## src/rtl/spi_pkg.sv

```systemverilog
// spi_pkg: shared FSM encoding and sizing constants for the SPI master controller.
package spi_pkg;

  // Transaction phases of the SPI master sequencer.
  typedef enum logic [2:0] {
    IDLE,
    SETUP,
    XFER,
    HOLD,
    DONE
  } spiState_e;

  localparam int DATA_W_DEFAULT = 8;
  localparam int CLK_DIV_MIN    = 2;

  // Smallest sclk half-period the sequencer can honour; anything below is raised to it.
  function automatic int legalClkDiv(input int clkDiv);
    return (clkDiv < CLK_DIV_MIN) ? CLK_DIV_MIN : clkDiv;
  endfunction

endpackage

```

## src/rtl/spi_edge_detect.sv

```systemverilog
// spi_edge_detect: one-cycle rise/fall strobes for a synchronous level signal.
module spi_edge_detect (
  input  logic clk,
  input  logic reset,
  input  logic sig,
  output logic rise,
  output logic fall
);

  logic sigD_q;

  // Remember last cycle's level so a change of level shows up as an edge strobe.
  always_ff @(posedge clk) begin
    if (reset) begin
      sigD_q <= 1'b0;
    end else begin
      sigD_q <= sig;
    end
  end

  assign rise = sig & ~sigD_q;
  assign fall = ~sig & sigD_q;

endmodule

```

## src/rtl/spi_master_ctrl.sv

```systemverilog
// spi_master_ctrl: mode-0 SPI master with a start/busy/done host handshake.
// Bit order is MSB first; defining SPI_LSB_FIRST_EN switches both mosi and
// miso to LSB first without changing any timing.
module spi_master_ctrl
  import spi_pkg::*;
#(
  parameter int CLK_DIV = 4,
  parameter int DATA_W  = DATA_W_DEFAULT
) (
  input  logic              clk,
  input  logic              reset,
  input  logic              start,
  input  logic [DATA_W-1:0] tx_data,
  input  logic              miso,
  output logic              busy,
  output logic              done,
  output logic [DATA_W-1:0] rx_data,
  output logic              sclk,
  output logic              mosi,
  output logic              cs_n
);

  localparam int HALF = legalClkDiv(CLK_DIV);
  localparam int HW   = $clog2(HALF);
  localparam int BW   = $clog2(DATA_W + 1);

  localparam logic [HW-1:0] HALF_LAST = HW'(HALF - 1);
  localparam logic [BW-1:0] BIT_LAST  = BW'(DATA_W - 1);
  localparam logic [BW-1:0] BIT_ALL   = BW'(DATA_W);

  spiState_e         state_q;
  logic [HW-1:0]     halfCnt_q;
  logic [BW-1:0]     bitCnt_q;
  logic              sclk_q;
  logic              csN_q;
  logic              busy_q;
  logic              done_q;
  logic [DATA_W-1:0] rxData_q;
  logic [DATA_W-1:0] txSr_q;
  logic [DATA_W-1:0] rxSr_q;

  logic [DATA_W-1:0] txShift_d;
  logic [DATA_W-1:0] rxShift_d;

  logic sclkRise;
  logic sclkFall;

  // Strobes derived from our own registered sclk pace sampling and shifting.
  spi_edge_detect uSclkEdge (
    .clk   (clk),
    .reset (reset),
    .sig   (sclk_q),
    .rise  (sclkRise),
    .fall  (sclkFall)
  );

  // Shift-register contents after one strobe, in the configured bit order.
  always_comb begin
    txShift_d = txSr_q;
    rxShift_d = rxSr_q;
`ifdef SPI_LSB_FIRST_EN
    txShift_d = {1'b0, txSr_q[DATA_W-1:1]};
    rxShift_d = {miso, rxSr_q[DATA_W-1:1]};
`else
    txShift_d = {txSr_q[DATA_W-2:0], 1'b0};
    rxShift_d = {rxSr_q[DATA_W-2:0], miso};
`endif
  end

  // Transaction sequencer: SETUP and HOLD last one half-period each, XFER
  // alternates sclk high/low halves until every bit has seen a rise and a fall.
  always_ff @(posedge clk) begin
    if (reset) begin
      state_q   <= IDLE;
      halfCnt_q <= '0;
      bitCnt_q  <= '0;
      sclk_q    <= 1'b0;
      csN_q     <= 1'b1;
      busy_q    <= 1'b0;
      done_q    <= 1'b0;
      rxData_q  <= '0;
      txSr_q    <= '0;
      rxSr_q    <= '0;
    end else begin
      case (state_q)
        IDLE: begin
          if (start) begin
            state_q   <= SETUP;
            txSr_q    <= tx_data;
            rxSr_q    <= '0;
            csN_q     <= 1'b0;
            busy_q    <= 1'b1;
            halfCnt_q <= '0;
            bitCnt_q  <= '0;
          end
        end

        SETUP: begin
          if (halfCnt_q == HALF_LAST) begin
            halfCnt_q <= '0;
            sclk_q    <= 1'b1;
            state_q   <= XFER;
          end else begin
            halfCnt_q <= halfCnt_q + 1'b1;
          end
        end

        XFER: begin
          if (sclkRise) begin
            rxSr_q <= rxShift_d;
          end
          if (sclkFall) begin
            if (bitCnt_q != BIT_LAST) begin
              txSr_q <= txShift_d;
            end
            bitCnt_q <= bitCnt_q + 1'b1;
          end
          if (halfCnt_q == HALF_LAST) begin
            halfCnt_q <= '0;
            if (sclk_q) begin
              sclk_q <= 1'b0;
            end else if (bitCnt_q == BIT_ALL) begin
              state_q <= HOLD;
            end else begin
              sclk_q <= 1'b1;
            end
          end else begin
            halfCnt_q <= halfCnt_q + 1'b1;
          end
        end

        HOLD: begin
          if (halfCnt_q == HALF_LAST) begin
            halfCnt_q <= '0;
            state_q   <= DONE;
            done_q    <= 1'b1;
            csN_q     <= 1'b1;
            rxData_q  <= rxSr_q;
          end else begin
            halfCnt_q <= halfCnt_q + 1'b1;
          end
        end

        DONE: begin
          state_q  <= IDLE;
          done_q   <= 1'b0;
          busy_q   <= 1'b0;
          bitCnt_q <= '0;
          txSr_q   <= '0;
        end

        default: begin
          state_q <= IDLE;
        end
      endcase
    end
  end

  assign busy    = busy_q;
  assign done    = done_q;
  assign rx_data = rxData_q;
  assign sclk    = sclk_q;
  assign cs_n    = csN_q;

`ifdef SPI_LSB_FIRST_EN
  assign mosi = txSr_q[0];
`else
  assign mosi = txSr_q[DATA_W-1];
`endif

endmodule

```

## config.mk

```make
export PLATFORM = sky130hd
export DESIGN_NAME = spi_master_ctrl
export DESIGN_NICKNAME = d
export VERILOG_FILES = /design/src/rtl/spi_pkg.sv /design/src/rtl/spi_edge_detect.sv /design/src/rtl/spi_master_ctrl.sv
export SDC_FILE = /design/constraint.sdc
export NUM_CORES = 1
export LEC_CHECK = 0
export ABC_CLOCK_PERIOD_IN_PS = 3100
export CORE_AREA = 2 2 61 91
export DETAILED_ROUTE_END_ITERATION = 6
export DIE_AREA = 0 0 63 93
export GPL_ROUTABILITY_DRIVEN = 0
export PLACE_DENSITY = 0.62
export SYNTH_ARGS = -nofsm -noshare
export SYNTH_HDL_FRONTEND = slang
export SYNTH_SLANG_ARGS = --single-unit
export TNS_END_PERCENT = 50
```

## constraint.sdc

```tcl
create_clock -name clk -period 3.1 [get_ports clk]
set_input_delay 0.62 -clock clk [delete_from_list [all_inputs] [get_ports clk]]
set_output_delay 0.62 -clock clk [all_outputs]
set_load 0.05 [all_outputs]
```

==> flow_results.xml <==
<?xml version="1.0" encoding="UTF-8"?>
<metrics>
  <group name="outcome">
    <metric name="status" unit="">completed</metric>
  </group>
  <group name="clock_network">
    <metric name="cts_setup_buffers" unit="">0</metric>
    <metric name="clock_insertion_delay_worst_skew" unit="ns">0.30</metric>
    <metric name="htreeDepth" unit="">2</metric>
    <metric name="tritoncts_num_sinks" unit="">38</metric>
    <metric name="cts_resized" unit="">0</metric>
    <metric name="cts_max_path_buffers" unit="">2</metric>
    <metric name="worst_setup_hold_path_clk_slew" unit="ns">0.08</metric>
    <metric name="cts-buffers-inserted" unit="">5</metric>
    <metric name="count_of_hold_fix_buffers_inserted_at_cts" unit="">0</metric>
    <metric name="clock_tree_from_tritoncts" unit="">yes</metric>
    <metric name="ctsRootBufferMaster" unit="">sky130_fd_sc_hd__clkbuf_8</metric>
  </group>
  <group name="synthesis">
    <metric name="postSynthCellCount" unit="">228</metric>
    <metric name="yosys_most_used_dff" unit="">sky130_fd_sc_hd__dfxtp_1</metric>
    <metric name="synth_seq_area_share" unit="">0.409</metric>
    <metric name="yosys_warnings" unit="">0</metric>
    <metric name="per_instance_average_area_after_synthesis" unit="sq um">8.16</metric>
    <metric name="ys_seq_elements" unit="">38</metric>
    <metric name="syn-num-nets" unit="">243</metric>
    <metric name="synth_enable_flop_cells" unit="">0</metric>
    <metric name="synthArstFlopShare" unit="">0</metric>
    <metric name="synthesis.area" unit="sq um">1860</metric>
    <metric name="synth_cell_type_count" unit="">41</metric>
  </group>
  <group name="routing">
    <metric name="wirelength" unit="mm">4.12</metric>
    <metric name="routed_wire_length_per_instance" unit="um">13.0</metric>
    <metric name="detailed_route_iter0_violations" unit="">33</metric>
    <metric name="post_drt_via_cell_ratio" unit="">5.04</metric>
    <metric name="dr_drc_count" unit="">0</metric>
    <metric name="drt_pre_antenna_iters" unit="">4</metric>
    <metric name="detailroute.via_count" unit="">1599</metric>
    <metric name="final_antenna_net_count" unit="">0</metric>
  </group>
  <group name="sta">
    <metric name="fmax" unit="MHz">460</metric>
    <metric name="maxSlewHeadroom" unit="">0.574</metric>
    <metric name="worst_pin_slew" unit="ns">0.637</metric>
    <metric name="drv_slew" unit="">0</metric>
    <metric name="rsz0062_at_grt" unit="">no</metric>
    <metric name="clock_skew" unit="ns">0.00646</metric>
    <metric name="hold_slack" unit="ns">0.459</metric>
    <metric name="setup-tns-final" unit="ns">0</metric>
    <metric name="finalSetupViolations" unit="">0</metric>
    <metric name="post-route-period-util" unit="">0.702</metric>
    <metric name="final_period_minus_worst_setup_slack" unit="ns">2.17</metric>
    <metric name="report.final.hold_viol_count" unit="">0</metric>
  </group>
  <group name="power">
    <metric name="ir_worst_vdd" unit="mV">0.351</metric>
    <metric name="pwr-share-seq" unit="">0.496</metric>
    <metric name="cellLeakagePower" unit="nW">0.764</metric>
    <metric name="p_clk_frac" unit="">0.410</metric>
    <metric name="total_switching_power" unit="mW">0.250</metric>
    <metric name="share_comb_of_total_power" unit="">0.094</metric>
    <metric name="cell_internal_pwr" unit="mW">0.782</metric>
    <metric name="power.share.switching" unit="">0.242</metric>
    <metric name="design_power_total" unit="mW">1.03</metric>
    <metric name="power_density" unit="nW/um^2">461</metric>
  </group>
  <group name="layout">
    <metric name="fin_nets" unit="">263</metric>
    <metric name="utilization" unit="">0.440</metric>
    <metric name="flow.area_growth_from_synthesis" unit="%">20.3</metric>
    <metric name="drive_above_1_share" unit="">0.112</metric>
    <metric name="antenna_cells" unit="">0</metric>
    <metric name="post_layout_nonfiller_instances" unit="">317</metric>
  </group>
  <group name="critical_path">
    <metric name="critical-path-top-delay-family" unit="">buffers and inverters</metric>
    <metric name="biggest_cell_delay_along_the_critical_path" unit="ns">0.84</metric>
    <metric name="cp_slowest_cell" unit="">sky130_fd_sc_hd__clkdlybuf4s50_1</metric>
    <metric name="crit_buf_inv" unit="">1</metric>
    <metric name="timing.reg2reg.setup_slack" unit="ns">1.20</metric>
    <metric name="cp.arrival" unit="ns">1.55</metric>
    <metric name="criticalPathCategory" unit="">flip-flop to primary output</metric>
    <metric name="worstSetupStartpointType" unit="">flip-flop</metric>
    <metric name="critPathMaxFanout" unit="">7</metric>
    <metric name="setup.worst_path.end_class" unit="">primary output</metric>
    <metric name="worstPathCellList" unit="">clkdlybuf4s50_1</metric>
    <metric name="critical_path_required" unit="ns">2.48</metric>
  </group>
  <group name="die">
    <metric name="chipHeight" unit="um">93</metric>
    <metric name="core-area" unit="sq um">5080</metric>
    <metric name="dieArea" unit="sq um">5860</metric>
    <metric name="floorplan.initialDensity" unit="">0.366</metric>
    <metric name="boundaryPins" unit="">25</metric>
    <metric name="placement_rows" unit="">32</metric>
    <metric name="floorplan.die.width" unit="um">63</metric>
  </group>
  <group name="grt">
    <metric name="grt_pass1_vias" unit="">1576</metric>
    <metric name="grt_overflow_total" unit="">0</metric>
    <metric name="grt_first_pass_wirelength" unit="mm">7.21</metric>
    <metric name="grt_start_max_net_pins" unit="">22</metric>
    <metric name="antenna_found_initial" unit="">0</metric>
    <metric name="overall_global_routing_usage" unit="">0.153</metric>
  </group>
  <group name="placement">
    <metric name="io_buffer_count" unit="">24</metric>
    <metric name="dp_hpwl" unit="mm">2.88</metric>
    <metric name="dp_cells" unit="">309</metric>
  </group>
  <group name="hold_path">
    <metric name="worst_min_delay_path_category" unit="">flip-flop to flip-flop</metric>
  </group>
  <group name="flow_run">
    <metric name="maxCapViolations" unit="">0</metric>
  </group>
</metrics>
[Yosys cell counts (2+ instances only)]
master	n	area share
sky130_fd_sc_hd__nor2_1	8	0.016
sky130_fd_sc_hd__and4b_1	2	0.011
sky130_fd_sc_hd__nand2_1	40	0.081
sky130_fd_sc_hd__nand3_1	20	0.054
sky130_fd_sc_hd__nor2b_1	2	0.0067
sky130_fd_sc_hd__o21ai_0	6	0.016
sky130_fd_sc_hd__o221ai_1	7	0.033
sky130_fd_sc_hd__xnor2_1	2	0.0094
sky130_fd_sc_hd__dfxtp_1	38	0.41
sky130_fd_sc_hd__buf_2	4	0.011
sky130_fd_sc_hd__buf_6	3	0.018
sky130_fd_sc_hd__inv_1	11	0.022
sky130_fd_sc_hd__o21ba_2	2	0.011
sky130_fd_sc_hd__buf_4	3	0.012
sky130_fd_sc_hd__nor3_1	16	0.043
sky130_fd_sc_hd__nor3b_4	2	0.020
sky130_fd_sc_hd__o21ai_2	2	0.0094
sky130_fd_sc_hd__and3b_1	2	0.0094
sky130_fd_sc_hd__ha_1	3	0.020
sky130_fd_sc_hd__a21oi_1	29	0.078
sky130_fd_sc_hd__clkbuf_1	6	0.012
[state kept, by name, summed over array words and instances, names as in the netlist]
| register | flops |
|---|---|
| rxSr_q | 8 |
| rx_data | 8 |
| txSr_q | 8 |
| bitCnt_q | 4 |
| state_q | 3 |
| halfCnt_q | 2 |
| busy | 1 |
| cs_n | 1 |
| done | 1 |
| sclk | 1 |
| uSclkEdge.sigD_q | 1 |
[logic make-up after synthesis]
group | count (synthesis) | share of synthesized area
simple gates | 101 | 0.286
mux | 2 | 0.0114
fa+ha+maj | 3 | 0.0202
buf+inv | 27 | 0.0753
xor+xnor | 3 | 0.0141
compound gates | 54 | 0.184
flops | 38 | 0.409
[power by group through the flow]
stage,registers (mW),clock network [mW],logic (mW)
final,0.511,0.423,0.0968
after global routing,0.514,0.457,0.107
after CTS,0.512,0.436,0.0978
after detailed placement,0.523,0,0.0968
after global placement,0.523,0,0.0973
after floorplan,0.530,0,0.0591
[worst min-delay path, stage by stage, from the launching register on]
cell                      delay, ns
sky130_fd_sc_hd__dfxtp_1       0.32
sky130_fd_sc_hd__nand2_1       0.05
sky130_fd_sc_hd__a21oi_1       0.05
[placed cells by master, fill, tap and decap left out, drive strengths merged, types with 3 or more instances in the layout]
cell type and instances:
clkbuf 5, buf 5, a21oi 30, ha 3
inv 11, o21ai 9, nand2 41, nor3 16
nor2 8, o221ai 7, nand3 20, dfxtp 38
clkdlybuf4s50 24, nor3b 3
[layer usage]
metal / track usage / routed length [um] / vias up
met1: 0.171 / 1820 / 728
li1: - / - / 840
met2: 0.276 / 2080 / 25
met5: 0 / 0 / -
met3: 0.0385 / 148 / 6
met4: 0.0611 / 61 / 0
[layout make-up]
class / instances / area [sq um]
Multi-Input combinational cell: 163 / 960
Clock buffer: 5 / 68.8
Tap cell: 68 / 85.1
Timing Repair Buffer: 29 / 278
Sequential cell: 38 / 761
Inverter: 11 / 41.3
Fill cell: 546 / 2850
Clock inverter: 3 / 45.0
[metrics by stage]
| stage | worst slack [ns] | area (sq um) |
|---|---|---|
| 3_3_place_gp | 0.929 | 2120 |
| 6_report | 0.925 | 2240 |
| 3_5_place_dp | 0.903 | 2120 |
| 2_1_floorplan | 1.53 | 1860 |
| 5_1_grt | 0.857 | 2240 |
| 4_1_cts | 0.910 | 2240 |
[worst paths after layout]
| check | start | end | cells past startpoint |
|---|---|---|---|
| setup / recovery | sclk | sclk | 1 |
| hold / removal | rx_data[4] | rx_data[4] | 2 |
| setup reg to reg | state_q[2] | txSr_q[0] | 4 |
| hold reg to reg | rx_data[4] | rx_data[4] | 2 |
Note: power is estimated with default switching activity, not from simulation.
